$ cat config.mk
export PLATFORM = sky130hd
export DESIGN_NAME = cactus_spawner
export DESIGN_NICKNAME = d
export VERILOG_FILES = /design/src/rtl/cactus_spawner.sv
export SDC_FILE = /design/constraint.sdc
export NUM_CORES = 1
export LEC_CHECK = 0
export ABC_AREA = 1
export ABC_CLOCK_PERIOD_IN_PS = 8510
export BUFFER_PORTS_ARGS = -buffer_cell sky130_fd_sc_hd__buf_2
export CORE_MARGIN = 2
export CORE_UTILIZATION = 43
export CTS_BUF_LIST = sky130_fd_sc_hd__clkbuf_8
export DETAILED_ROUTE_END_ITERATION = 10
export PLACE_DENSITY = 0.68
export SLEW_MARGIN = 15
export SYNTH_ARGS = -nofsm -noshare
export SYNTH_HDL_FRONTEND = slang
export SYNTH_SLANG_ARGS = --single-unit
export TNS_END_PERCENT = 5
$ cat constraint.sdc
create_clock -name clk -period 8.51 [get_ports clk]
set_clock_uncertainty 0.1 [all_clocks]
set_input_delay 0.4255 -clock clk [delete_from_list [all_inputs] [get_ports clk]]
set_output_delay 0.4255 -clock clk [all_outputs]
set_load 0.03 [all_outputs]
$ cat src/rtl/cactus_spawner.sv
// Obstacle field generator: four cactus slots scrolled one step per tick,
// spawned at LFSR-randomised gaps, with scroll speed rising every few spawns.
module cactus_spawner #(
  parameter int          STEP_DIV       = 100000,
  parameter int          TRAVEL_MAX     = 1224,
  parameter int          MIN_GAP        = 300,
  parameter int          GAP_MASK       = 255,
  parameter logic [15:0] LFSR_SEED      = 16'hACE1,
  parameter int          SPEEDUP_SPAWNS = 8,
  parameter int          MAX_SPEED      = 4
) (
  input  logic        clk,
  input  logic        rst,
  input  logic        game_over,
  output logic [11:0] cactuses0,
  output logic [11:0] cactuses1,
  output logic [11:0] cactuses2,
  output logic [11:0] cactuses3,
  output logic        cactus_sync,
  output logic [3:0]  active,
  output logic [2:0]  speed
);

  localparam int TICK_W  = $clog2(STEP_DIV + 1);
  localparam int SPAWN_W = $clog2(SPEEDUP_SPAWNS + 1);

  localparam logic [TICK_W-1:0]  TICK_LAST   = TICK_W'(STEP_DIV - 1);
  localparam logic [SPAWN_W-1:0] SPAWN_LAST  = SPAWN_W'(SPEEDUP_SPAWNS - 1);
  localparam logic [12:0]        TRAVEL_LIM  = 13'(TRAVEL_MAX);
  localparam logic [11:0]        MIN_GAP_V   = 12'(MIN_GAP);
  localparam logic [11:0]        GAP_MASK_V  = 12'(GAP_MASK);
  localparam logic [2:0]         MAX_SPEED_V = 3'(MAX_SPEED);

  typedef enum logic [1:0] {
    ST_IDLE,
    ST_RUN,
    ST_FROZEN
  } state_e;

  state_e              state_q, state_d;
  logic [TICK_W-1:0]   tick_q, tick_d;
  logic [SPAWN_W-1:0]  spawns_q, spawns_d;
  logic [11:0]         gap_q, gap_d;
  logic [11:0]         target_q, target_d;
  logic [15:0]         lfsr_q, lfsr_d;
  logic [3:0][11:0]    pos_q, pos_d;
  logic [3:0]          active_q, active_d;
  logic [2:0]          speed_q, speed_d;
  logic                sync_q, sync_d;

  logic [12:0]         pos_sum;
  logic [12:0]         gap_sum;
  logic                spawn_done;

  always_comb begin
    state_d    = state_q;
    tick_d     = tick_q;
    spawns_d   = spawns_q;
    gap_d      = gap_q;
    target_d   = target_q;
    pos_d      = pos_q;
    active_d   = active_q;
    speed_d    = speed_q;
    sync_d     = 1'b0;
    pos_sum    = '0;
    gap_sum    = '0;
    spawn_done = 1'b0;
    // Galois form, polynomial x^16+x^14+x^13+x^11; free-runs in every state
    lfsr_d     = {1'b0, lfsr_q[15:1]} ^ ({16{lfsr_q[0]}} & 16'hB400);

    case (state_q)
      ST_IDLE: begin
        if (!game_over) state_d = ST_RUN;
      end
      ST_RUN: begin
        if (game_over) begin
          state_d = ST_FROZEN;
        end else if (tick_q == TICK_LAST) begin
          tick_d = '0;
          sync_d = 1'b1;
          for (int i = 0; i < 4; i++) begin
            pos_sum = {1'b0, pos_q[i]} + {10'd0, speed_q};
            if (active_q[i]) begin
              if (pos_sum >= TRAVEL_LIM) begin
                pos_d[i]    = '0;
                active_d[i] = 1'b0;
              end else begin
                pos_d[i] = pos_sum[11:0];
              end
            end
          end
          gap_sum = {1'b0, gap_q} + {10'd0, speed_q};
          gap_d   = gap_sum[12] ? 12'hFFF : gap_sum[11:0];
          // Spawn sees this tick's frees, so a just-vacated slot is reusable
          if (gap_d >= target_q) begin
            for (int i = 0; i < 4; i++) begin
              if (!spawn_done && !active_d[i]) begin
                active_d[i] = 1'b1;
                pos_d[i]    = '0;
                spawn_done  = 1'b1;
              end
            end
            if (spawn_done) begin
              gap_d    = '0;
              target_d = MIN_GAP_V + (lfsr_q[11:0] & GAP_MASK_V);
              if (spawns_q == SPAWN_LAST) begin
                spawns_d = '0;
                if (speed_q < MAX_SPEED_V) speed_d = speed_q + 3'd1;
              end else begin
                spawns_d = spawns_q + 1'b1;
              end
            end
          end
        end else begin
          tick_d = tick_q + 1'b1;
        end
      end
      ST_FROZEN: begin
        if (!game_over) begin
          state_d  = ST_RUN;
          pos_d    = '0;
          active_d = '0;
          speed_d  = 3'd1;
          gap_d    = '0;
          spawns_d = '0;
          tick_d   = '0;
          target_d = MIN_GAP_V + (lfsr_q[11:0] & GAP_MASK_V);
        end
      end
      default: state_d = ST_IDLE;
    endcase
  end

  always_ff @(posedge clk or posedge rst) begin
    if (rst) begin
      state_q  <= ST_IDLE;
      tick_q   <= '0;
      spawns_q <= '0;
      gap_q    <= '0;
      target_q <= MIN_GAP_V;
      lfsr_q   <= LFSR_SEED;
      pos_q    <= '0;
      active_q <= '0;
      speed_q  <= 3'd1;
      sync_q   <= 1'b0;
    end else begin
      state_q  <= state_d;
      tick_q   <= tick_d;
      spawns_q <= spawns_d;
      gap_q    <= gap_d;
      target_q <= target_d;
      lfsr_q   <= lfsr_d;
      pos_q    <= pos_d;
      active_q <= active_d;
      speed_q  <= speed_d;
      sync_q   <= sync_d;
    end
  end

  assign cactuses0   = pos_q[0];
  assign cactuses1   = pos_q[1];
  assign cactuses2   = pos_q[2];
  assign cactuses3   = pos_q[3];
  assign active      = active_q;
  assign speed       = speed_q;
  assign cactus_sync = sync_q;

endmodule
[Word level (Yosys, flattened, before mapping)]
Index checks and enable logic that the tools add are counted.
Storage, ports and cells
  register bits: 119
  input port bits: 3
  output and inout bits: 56
Operators by class
  $add $sub $neg: 9
  magnitude comparators: 6
  equal/unequal tests: 13
  muxes and demuxes: 102
  bitwise gates (word level): 1
  reductions and logical operators: 17
Operator list (count)
  $mux 12: 23
  $mux 48: 4
  $pmux 48 s2: 1
  $add 12x3->13: 5
  $ge 13x11->1 const B: 4
  $mux 17: 3
  $pmux 12 s2: 2
  $mux 1: 46
  $mux 4: 9
  $pmux 17 s2: 1
  $mux 3: 7
  $add 17x1->17 const B: 1
  $eq 17x17->1 const B: 1
  $ne 2x2->1 const B: 8
  $pmux 4 s2: 2
  $xor 15x16->16: 1
  $ge 12x12->1: 1
  $add 9x8->10 const A: 1
  $reduce_and 8->1: 1
  $logic_not 1->1: 6
  $pmux 3 s2: 1
  $reduce_and 6->1: 1
  $add 4x1->4 const B: 1
  $eq 4x3->1 const B: 1
  14 further kinds: 17

[Logic depth before layout (Yosys ltp)]
  depth after elaboration: 38
  depth in mapped cells: 25
  depth with buffers taken out: 24

[Least setup slack after synthesis]
Ideal clock, no wire load.
  kind: register to register
  start point: reg speed_q[1] (netlist: speed[1])
  end point: reg pos_q, in the netlist cactuses3[4]
  setup time: 0.130 ns
  arrival: 3.439 ns
  setup slack: 4.841 ns
  stages on the path, launching flop included: 23
  path buffers: 1
  clock period less this slack: 3.669 ns
  path through: dfrtp_1 -> fa_1 -> nand2_1 -> nand2_1 -> nand3_1 -> nor2_2 -> nand2_1 -> inv_1 -> or2_2 -> ha_1 -> a21boi_0 -> o21ai_0 -> nand2_1 -> a21oi_1 -> o21ai_0 -> nand3_1 -> nand2_2 -> inv_1 -> nor2_1 -> nand2_1 -> buf_4 -> nand3_1 -> o21ai_0
On the way
  longest elaborated chain between the ends: 33
  elaborated cells on any way between the ends: 62
Ends and longest elaborated chain
  start: declaration: RTL line 48  | logic [2:0] speed_q, speed_d;
  start signal: assignment: RTL line 155  | speed_q <= speed_d;
  $add 12x3->13: RTL line 82  | pos_sum = {1'b0, pos_q[i]} + {10'd0, speed_q};
  $ge 13x11->1: RTL line 84  | if (pos_sum >= TRAVEL_LIM) begin
  $mux 1: RTL line 84
  $mux 1: RTL line 83  | if (active_q[i]) begin
  $mux 1: RTL line 78  | end else if (tick_q == TICK_LAST) begin
  $mux 1: RTL line 76  | if (game_over) begin
  $mux 1: RTL line 71  | case (state_q)
  $mux 1: RTL line 97  | if (!spawn_done && !active_d[i]) begin
  [17 not listed]
  $mux 1: RTL line 71
  $logic_not 1->1: RTL line 97
  $logic_and 1x1->1: RTL line 97
  $mux 12: RTL line 97
  $mux 48 *: RTL line 95  | if (gap_d >= target_q) begin
  $mux 48 *: RTL line 78
  $mux 48 *: RTL line 76
  $pmux 48 s2 *: RTL line 71
  end signal: assignment: RTL line 153  | pos_q <= pos_d;
  end: declaration: RTL line 46  | logic [3:0][11:0] pos_q, pos_d;
Mark *: on every way between the ends. The rest lies on a longest branch, timed or not. The select of a mux whose other input is x is not followed.
A chain may end at the register's enable or synchronous reset.

[Worst setup path after layout]
  start point: reg speed_q[1] (netlist: speed[1])
  end point: reg pos_q, in the netlist cactuses3[3]
The elaborated chain is that of the path after synthesis.

==> flow_summary.ini <==
[outcome]
outcome = complete, no violations

[worst_setup_path]
crit_arrival_ns = 4.48
cp_num_buf_inv = 2
endpoint_kind = flip-flop
cp_slowest_cell = dfrtp_1
max_stage_delay_ns = 0.57
cpMostUsedCell = nand2_1
critPathMaxFanout = 12
critPathKind = reg2reg
cpLargestDelayFamily = simple AND/OR/NAND/NOR gates
required_ns = 8.71
critPathLaunchType = flip-flop
cp_cell_sequence = fa_1 > nand2_1 > nand2_1 > nand3_1 > nor2_2 > nand2_1 > inv_1 > or2_2 > ha_1 > a21boi_0 > o21ai_0 > nand2_1 > a21oi_1 > o21ai_0 > nand3_1 > nand2_2 > inv_1 > nor2_1 > nand2_1 > nand3_1 > o21ai_0

[routing]
via_per_inst = 5.11
drt_iter0_drc = 412
antenna_left = 0
dr.pass1.iters = 6
finalWirelength_mm = 16.7
vias = 6284
wl_per_cell_um = 13.5
drcViolationCount = 0

[worst_hold_path]
hp-class = in2reg

[logic_synthesis]
yosysTopAreaCellShare_pct = 36.2
syn_avg_cell_area_um2 = 7.69
synth_warnings = 0
synth-edff-count = 0
async_reset_ff_share_pct = 100
syn-cell-area_um2 = 7180
yosysTopAreaCell = dfrtp_1
ys_seq_area_share_pct = 41.0
synthTopCellsByArea = dfrtp_1 (36%), nand2_1 (13%), nand3_1 (7.3%)
syn_nets = 971
synth_most_common_cell = nand2_1
ys_types = 51
synth_cells = 934
synth_seq_cells = 117
synthTopCellsByCount = nand2_1 (251), inv_1 (112), nand3_1 (105)
synthFlopType = dfrtp_1

[layout]
antenna_cells = 0
drive_gt1_share_pct = 14.4
final_core_util_pct = 48.8
fin_area_um2 = 8040
instances_no_fill = 1230
fin_nets = 1034
syn_to_final_growth_pct = 12.0

[sta]
fin_crit_sh_pct = 50.3
tightest_slew_ns = 1.03
final-setup-viol-count = 0
fin_crit_ns = 4.28
rsz0062_at_grt = false
setup_slack_ns = 4.23
fmax_mhz = 234
hold_violations = 0
slew-limit-headroom_pct = 31.3
timing.final.max_slew_violations = 0
setup-tns-final_ns = 0

[power]
p_per_area_nw_per_um2 = 188
vdd_ir_drop_max_mv = 0.0890
p_leak_nw = 4.00

[grt]
antenna_found_initial = 0
grt_pass1_vias = 6002
grt_max_degree = 67
grt_usage_pct = 20.0
grt_overflow = 0
grt_pass1_wl_mm = 28.8

[die]
fp.dieArea_um2 = 17700
ioPinCount = 59
dieHeight_um = 133
die_x_um = 133
core_um2 = 16500
initial_utilization_pct = 43.6
fp-row-count = 47

[clocking]
post_cts_buffers = 0
htreeDepth = 4
worstSkewPairLatency_ns = 0.44
cts_tree = built
cts.path.max_buffers = 2
clock-sinks = 117
cts-buffers-inserted = 17
cts_root_buf = clkbuf_8
clk_pin_slew_ns = 0.07

[placed_design]
dp_hpwl_mm = 11.8
post-place-ws_ns = 4.29
post-place-cells = 1197
place_area_um2 = 7670
gp_congestion = 0.872
io_buffers = 58

[flow_run]
maxCapViolations = 0
==> path summary, 6_finish.rpt <==
check / endpoint / slack, ns / startpoint / cells after the start
min: state_q[0] / 0.13 / game_over / 2
max in group asynchronous: tick_q[0] / 6.52 / rst / 4
max: cactuses3[3] / 4.23 / speed[1] / 21
min reg2reg: lfsr_q[7] / 0.26 / lfsr_q[8] / 0
min in group asynchronous: cactuses0[11] / 0.53 / rst / 3
max reg2reg: cactuses3[3] / 4.23 / speed[1] / 21
==> power by group <==
group	switching, W	leakage (nW)	internal (W)
clock	0.000226	0.196	0.000247
combinational	0.000238	2.26	0.000116
sequential	0.0000671	1.54	0.000617
==> what timing repair did <==
| item | in CTS | in global routing |
|---|---|---|
| resized for setup | 0 | 0 |
| setup endpoints to repair | 0 | 0 |
| hold buffers | 1 | 0 |
| endpoints found under the hold margin | 11 | 0 |
==> cell type report <==
cell class | instances | area (um2)
clock buffer | 20 | 275
clock inverter | 12 | 87.6
fill | 1657 | 8430
inverter | 117 | 442
multi-input combinational | 681 | 3680
sequential | 117 | 2940
tap | 220 | 275
timing repair buffer | 63 | 330
==> kinds of logic after synthesis <==
group	after synthesis	synth area share [%]
adders and majority gates	34	6.45
DFF	117	41.0
AOI/OAI and AO/OA	128	10.6
buffers and inverters	136	7.67
xor gates and xnor gates	24	2.93
and+or+nand+nor	495	31.3
==> routing by layer <==
layer	part of all wire, %	track usage, %
met5	0	0
met4	1.6	6.97
met3	3.9	4.07
met2	47	32.0
met1	48	27.2
==> placed cells by master, fill, tap and decap left out, types with 4 or more instances in the layout <==
master,netlist,final
buf_2,7,58
inv_1,112,113
a21oi_1,25,25
fa_1,5,5
nand3_1,105,105
nor2_1,65,65
nor3_1,12,12
or2_2,6,6
dfstp_2,13,13
nand2_2,6,6
inv_2,4,4
o22ai_1,9,9
nor2_4,4,4
a31oi_1,4,4
dfrtp_1,104,104
nand2_1,251,251
buf_4,2,4
nor3_2,5,5
ha_1,29,29
nand3b_1,7,7
nand4_1,22,22
a211oi_1,5,5
xnor2_1,5,5
clkbuf_8,0,20
xor2_1,19,19
clkinv_2,0,7
o21ai_1,11,11
o21ai_0,50,50
==> per-stage QoR <==
| step | total power (W) | hold slack (ns) |
|---|---|---|
| floorplan | 0.000948 | 0.231 |
| global placement | 0.00104 | 0.240 |
| detailed placement | 0.00105 | 0.238 |
| CTS | 0.00152 | 0.106 |
| global route | 0.00161 | 0.128 |
| finish | 0.00151 | 0.134 |
==> registers in the layout, indices dropped and copies added (netlist names) <==
signal	cells
active	4
target_q	10
lfsr_q	16
tick_q	17
speed	3
cactuses3	12
cactuses1	12
cactuses2	12
gap_q	12
cactuses0	12
spawns_q	4
cactus_sync	1
state_q	2
(Power assumes the default switching activity.)
